**config.mk**
```make
export PLATFORM = sky130hd
export DESIGN_NAME = axi_512_to_1024
export DESIGN_NICKNAME = d
export VERILOG_FILES = /design/src/rtl/axi_512_to_1024_pkg.sv /design/src/rtl/axi_512_to_1024.sv
export SDC_FILE = /design/constraint.sdc
export NUM_CORES = 2
export LEC_CHECK = 0
export CORE_AREA = 5 5 679 681
export CTS_CLUSTER_SIZE = 30
export DETAILED_ROUTE_END_ITERATION = 6
export DIE_AREA = 0 0 684 686
export RECOVER_POWER = 100
export SETUP_SLACK_MARGIN = 0.5
export SYNTH_ARGS = -nofsm -noshare
export SYNTH_HDL_FRONTEND = slang
export SYNTH_SLANG_ARGS = --single-unit
```
**constraint.sdc**
```tcl
create_clock -name clk -period 2.6 [get_ports clk]
set_clock_uncertainty 0.2 [all_clocks]
set_input_delay 0.26 -clock clk [delete_from_list [all_inputs] [get_ports clk]]
set_output_delay 0.26 -clock clk [all_outputs]
set_load 0.02 [all_outputs]
```
**src/rtl/axi_512_to_1024_pkg.sv**
```systemverilog
// Shared widths, FSM state type and output-beat packing for the 512->1024 stream upsizer.
package axi_512_to_1024_pkg;

  localparam int unsigned IN_BITS  = 512;
  localparam int unsigned OUT_BITS = 2 * IN_BITS;
  localparam int unsigned IN_KEEP  = IN_BITS / 8;
  localparam int unsigned OUT_KEEP = OUT_BITS / 8;

  typedef enum logic {
    ST_LOW  = 1'b0,
    ST_HIGH = 1'b1
  } pack_state_e;

  typedef struct packed {
    logic [OUT_BITS-1:0] data;
    logic [OUT_KEEP-1:0] keep;
    logic                last;
  } out_beat_t;

  // Later beat always lands in the upper half, earlier beat in the lower half.
  function automatic out_beat_t pack_beat(
    input logic [IN_BITS-1:0] hi_data,
    input logic [IN_BITS-1:0] lo_data,
    input logic [IN_KEEP-1:0] hi_keep,
    input logic [IN_KEEP-1:0] lo_keep,
    input logic               last
  );
    out_beat_t b;
    b.data = {hi_data, lo_data};
    b.keep = {hi_keep, lo_keep};
    b.last = last;
    return b;
  endfunction

endpackage

```
**src/rtl/axi_512_to_1024.sv**
```systemverilog
// Packs pairs of 512-bit AXI-Stream beats into 1024-bit beats; odd-length packets
// close with a zero-padded upper half. Single registered output stage, full throughput.
module axi_512_to_1024
  import axi_512_to_1024_pkg::*;
(
  input  logic                clk,
  input  logic                rst_n,
  input  logic [IN_BITS-1:0]  in_data,
  input  logic [IN_KEEP-1:0]  in_keep,
  input  logic                in_valid,
  input  logic                in_last,
  output logic                in_ready,
  output logic [OUT_BITS-1:0] out_data,
  output logic [OUT_KEEP-1:0] out_keep,
  output logic                out_valid,
  output logic                out_last,
  input  logic                out_ready
);

  pack_state_e          state_q, state_d;
  logic [IN_BITS-1:0]   low_data_q, low_data_d;
  logic [IN_KEEP-1:0]   low_keep_q, low_keep_d;
  out_beat_t            out_q, out_d;
  logic                 out_valid_q, out_valid_d;
  logic                 accept;

  // Ready depends only on the output stage, so there is no valid->ready path.
  assign in_ready = !out_valid_q || out_ready;
  assign accept   = in_valid && in_ready;

  always_comb begin
    state_d     = state_q;
    low_data_d  = low_data_q;
    low_keep_d  = low_keep_q;
    out_d       = out_q;
    out_valid_d = out_valid_q && !out_ready;

    case (state_q)
      ST_LOW: begin
        if (accept) begin
          if (in_last) begin
            out_d       = pack_beat('0, in_data, '0, in_keep, 1'b1);
            out_valid_d = 1'b1;
          end else begin
            low_data_d = in_data;
            low_keep_d = in_keep;
            state_d    = ST_HIGH;
          end
        end
      end
      ST_HIGH: begin
        if (accept) begin
          out_d       = pack_beat(in_data, low_data_q, in_keep, low_keep_q, in_last);
          out_valid_d = 1'b1;
          state_d     = ST_LOW;
        end
      end
      default: state_d = ST_LOW;
    endcase
  end

  always_ff @(posedge clk) begin
    if (!rst_n) begin
      state_q     <= ST_LOW;
      low_data_q  <= '0;
      low_keep_q  <= '0;
      out_q       <= '0;
      out_valid_q <= 1'b0;
    end else begin
      state_q     <= state_d;
      low_data_q  <= low_data_d;
      low_keep_q  <= low_keep_d;
      out_q       <= out_d;
      out_valid_q <= out_valid_d;
    end
  end

  assign out_data  = out_q.data;
  assign out_keep  = out_q.keep;
  assign out_last  = out_q.last;
  assign out_valid = out_valid_q;

endmodule

```
==> After elaboration in Yosys (flattened, before gate mapping) <==
Cells that the tools add are included.
{ "word_totals": {"regBits": 1731, "output_inout_bits": 1155} }
{ "classes": {"n_eq_ne": 3, "n_mux": 12, "n_bitwise": 2, "n_reduce_logical": 7} }
{ "op_table": {"columns": ["cell", "count"], "rows": [
  ["2-to-1 mux 1153 bit", 3],
  ["one-hot mux 1153 bit (2 select lines)", 1],
  ["2-to-1 mux 1 bit", 6],
  ["AND reduction 3 bit", 2],
  ["inequality test 2 bit, second input constant", 2],
  ["one-hot mux 1 bit (2 select lines)", 2],
  ["logical AND 1 bit", 2],
  ["logical NOT 1 bit", 2],
  ["inequality test 2 x 1 -> 1 bit, second input constant", 1],
  ["inverter 1 bit", 2],
  ["logical OR 1 bit", 1]
]} }

==> Longest topological paths before layout <==
{ "depth": {"ltp_word": 5, "depth_mapped": 8, "mapped_depth_nobuf": 4} }

==> Least setup slack after synthesis <==
No wires, ideal clock.
{ "synth_path": {"path_kind": "register -> register", "startpoint": "register out_valid_q, in the netlist out_valid", "endpoint": "register out_q, in the netlist out_data[513]", "setup_ns": 0.117, "arrival_time_ns": 1.670, "required_ns": 2.283, "path_slack_ns": 0.614, "path_stages_with_launch": 8, "synth_period_minus_slack_ns": 1.986, "path_cell_list": "dfxtp_1 -> nor2b_1 -> inv_2 -> and4_1 -> buf_2 -> clkbuf_1 -> clkbuf_1 -> a22o_1"} }
{ "synth_via": {"elab_chain_len": 5, "elab_cells_between_ends": 6, "cone_classes": "eq/ne: 2; reduce/logical: 4"} }
{ "synth_rtl": {"columns": ["item", "line", "text"], "rows": [
  ["from (decl)", "axi_512_to_1024.sv:24", "logic out_valid_q, out_valid_d;"],
  ["from (signal assigned)", "axi_512_to_1024.sv:74", "out_valid_q <= out_valid_d;"],
  ["logical NOT 1 bit *", "axi_512_to_1024.sv:28", "assign in_ready = !out_valid_q || out_ready;"],
  ["logical OR 1 bit *", "axi_512_to_1024.sv:28", null],
  ["logical AND 1 bit *", "axi_512_to_1024.sv:29", "assign accept = in_valid && in_ready;"],
  ["inequality test 2 bit (no source line) / inequality test 2 x 1 -> 1 bit (equally long branches)", null, null],
  ["AND reduction 3 bit (no source line) *", null, null],
  ["to (signal assigned)", "axi_512_to_1024.sv:73", "out_q <= out_d;"],
  ["to (decl)", "axi_512_to_1024.sv:23", "out_beat_t out_q, out_d;"]
]} }
Mark *: on every way between the ends. The rest lies on a longest branch, timed or not.
A chain may end at the register's enable or synchronous reset.

==> Final worst setup path <==
{ "layout_path": {"startpoint": "register out_q, in the netlist out_data[241]", "endpoint": "output port out_data[241]"} }
{ "layout_rtl": {"columns": ["item", "line", "text"], "rows": [
  ["to (decl)", "axi_512_to_1024.sv:13", "output logic [OUT_BITS-1:0] out_data,"]
]} }
No word-level cell between the ends.

==> reports/results.ini <==
[power_and_ir_drop]
p_leak_nw=40.0
clock_power_share=0.405
netSwitchingPower_w=0.0211
power_frac_comb=0.186
seqPwrFrac=0.409
power_density_nw_per_um2=676
switching_share=0.298
ir_drop_mv=0.469
internal_power_w=0.0498

[placement]
io_buffers=1735
dp_slack_ns=-0.334
dp_hpwl_mm=314
dp_cells=13765
gp_congestion=0.899

[timing]
rsz0062_at_grt=true
worst_slack_ns=0.0640
hold_viol=0
tightest_slew_ns=1.12
setup_violations=0
finalCriticalPeriod_ns=2.54
fmax_mhz=394
slew-limit-headroom=0.251
report.final.slew_viol_count=0
finalCritPeriodShare=0.975

[die]
row_count=248
core_um2=455000
start_util=0.149
die_height_um=686
die_w_um=684
dieArea_um2=469000
io_pins=1736

[drt]
routedWlPerCell_um=28.3
dr_total_vias=63101
route.detailed.drc=0
drt_iter0_markers=4329
drt_wl_total_mm=419
firstDrtPassIters=6
viasPerCell=4.26
drtAntennaViolNets=0

[yosys]
synth.cell_area_um2=67900
syn_avg_cell_area_um2=10.5
synth_nets=7066
ys_warn_count=0
synthCells=6485
ys_seq_area_frac=0.510
ys_seq_elements=1731
ys_types=25

[worst_setup_path]
required_ns=2.14
crit_slowest_cell=dlygate4sd3_1
cp_top_family=buffers and inverters
rr_worst_depth=11
cp.depth=1
crit_buf_inv=1
worst-setup-path-type=flop to output port
crit_fanout=2
crit_path_end_kind=output port
cp_cell_sequence=dlygate4sd3_1
start_kind=flop
slowest_delay_ns=0.89
rrSetupSlack_ns=0.07
arrival_ns=2.08

[final_layout]
mostFrequentLayoutCells=dfxtp_1 (1,724), dlygate4sd3_1 (1,330), nand2_1 (1,153)
finalNetCount=9230
fillerInstances=48579
fin_cells=14826
layout_commonest_cell=dfxtp_1
fin_util=0.230
area_growth_pct=54.2
final_layout_size_suffix_gt1_frac=0.102

[clocking]
cts.sinks=1731
cts_buffer_depth=4
worstSkewPairLatency_ns=0.93
tritoncts=done
path_clk_slew_ns=0.06
htree_levels=4
cts_buffers=201
cts_root_buffer=clkbuf_16

[global_route]
grt_use_met1=0.180
grt_util_met3=0.0881
grt_use_met2=0.266
grt_max_degree=151
grt_pass1_wl_mm=541
gr-total-overflow=0
globalRoute.busiestLayer=met2
grt_usage=0.163
grt_pass1_vias=60399
antenna_found_initial=65

[status]
status=completed

[min_path]
hp-class=input pin to flop
holdPathStages=3

[flow_run]
drv_cap=0

-- kinds of logic (layout without fill, tap and decap cells) --
group	Yosys count	count (layout)	share of synthesized area
buffers and inverters	709	3021	0.0570
other	0	29	0
AOI/OAI and AO/OA	1733	1733	0.199
muxes	1152	1152	0.170
DFF	1731	1731	0.510
and+or+nand+nor	1160	1160	0.0644
-- area by class of cell --
type | instances | area (um^2) | area share
Antenna cell | 29 | 72.6 | 0.000693
Clock buffer | 305 | 5940 | 0.0568
Clock inverter | 46 | 596 | 0.00569
Inverter | 2 | 31.3 | 0.000299
Multi-Input combinational cell | 4045 | 30000 | 0.286
Sequential cell | 1731 | 34700 | 0.331
Tap cell | 6000 | 7510 | 0.0717
Timing Repair Buffer | 2668 | 25900 | 0.248
-- flip-flops by register name, summed over array words and instances (netlist names) --
name	cells
low_data_q	512
out_last	1
out_valid	1
low_keep_q	64
state_q	1
out_data	1024
out_keep	128
-- power groups by stage --
stage | sequential, W | clock, W | combinational (W)
finish | 0.0289 | 0.0287 | 0.0132
global route | 0.0291 | 0.0304 | 0.0138
CTS | 0.0289 | 0.0294 | 0.0133
detailed placement | 0.0295 | 0 | 0.0123
global placement | 0.0295 | 0 | 0.0122
floorplan | 0.0306 | 0 | 0.00474
-- repair_timing --
action                      CTS  global route
buffers inserted             19            26
setup endpoints to repair  2786          2665
gates cloned                 16            47
hold endpoints to repair   1630             1
hold buffers                572             1
pin swaps                     2            50
resized for setup           950           346
-- final timing paths --
kind | start | to
setup / recovery | out_data[241]$_SDFFE_PN0P_ | out_data[241]
hold / removal | in_keep[8] | low_keep_q[8]$_SDFFE_PN0P_
setup reg to reg | out_valid$_SDFF_PN0_ | out_data[346]$_SDFFE_PN0P_
hold reg to reg | low_data_q[166]$_SDFFE_PN0P_ | low_data_q[166]$_SDFFE_PN0P_
-- cell usage after synthesis --
master | instances | area (um^2)
a211oi_1 | 477 | 3580
a211oi_2 | 99 | 1240
a21oi_1 | 2 | 10.0
a22o_1 | 576 | 5040
a31oi_1 | 578 | 3620
a41o_1 | 1 | 10.0
and3_1 | 1 | 6.26
and4_1 | 1 | 8.76
buf_1 | 3 | 11.3
buf_12 | 4 | 80.1
buf_2 | 224 | 1120
buf_4 | 9 | 67.6
buf_6 | 88 | 991
buf_8 | 15 | 225
clkbuf_1 | 364 | 1370
dfxtp_1 | 1731 | 34700
inv_1 | 1 | 3.75
inv_2 | 1 | 3.75
mux2i_1 | 1152 | 11500
nand2_1 | 1153 | 4330
nor2_1 | 1 | 3.75
nor2b_1 | 1 | 6.26
nor3_1 | 1 | 5.00
nor3b_2 | 1 | 12.5
or2_1 | 1 | 6.26
-- layer usage --
| layer | vias up | share of wire |
|---|---|---|
| met4 | 18 | 0.045 |
| met1 | 31531 | 0.37 |
| met3 | 682 | 0.13 |
| li1 | 28268 | - |
| met2 | 2602 | 0.46 |
| met5 | - | 0.00026 |
-- metrics by stage --
stage	total power (W)	area, um^2	setup TNS [ns]	hold slack [ns]
finish	0.0709	105000	0	0.126
global route	0.0733	105000	-0.0356	0.0363
CTS	0.0716	104000	0	0.00821
detailed placement	0.0418	91800	-141.00	0.246
global placement	0.0417	91800	-143.25	0.241
floorplan	0.0353	67900	0	0.185
No activity file was read; power rests on OpenSTA's default activity.
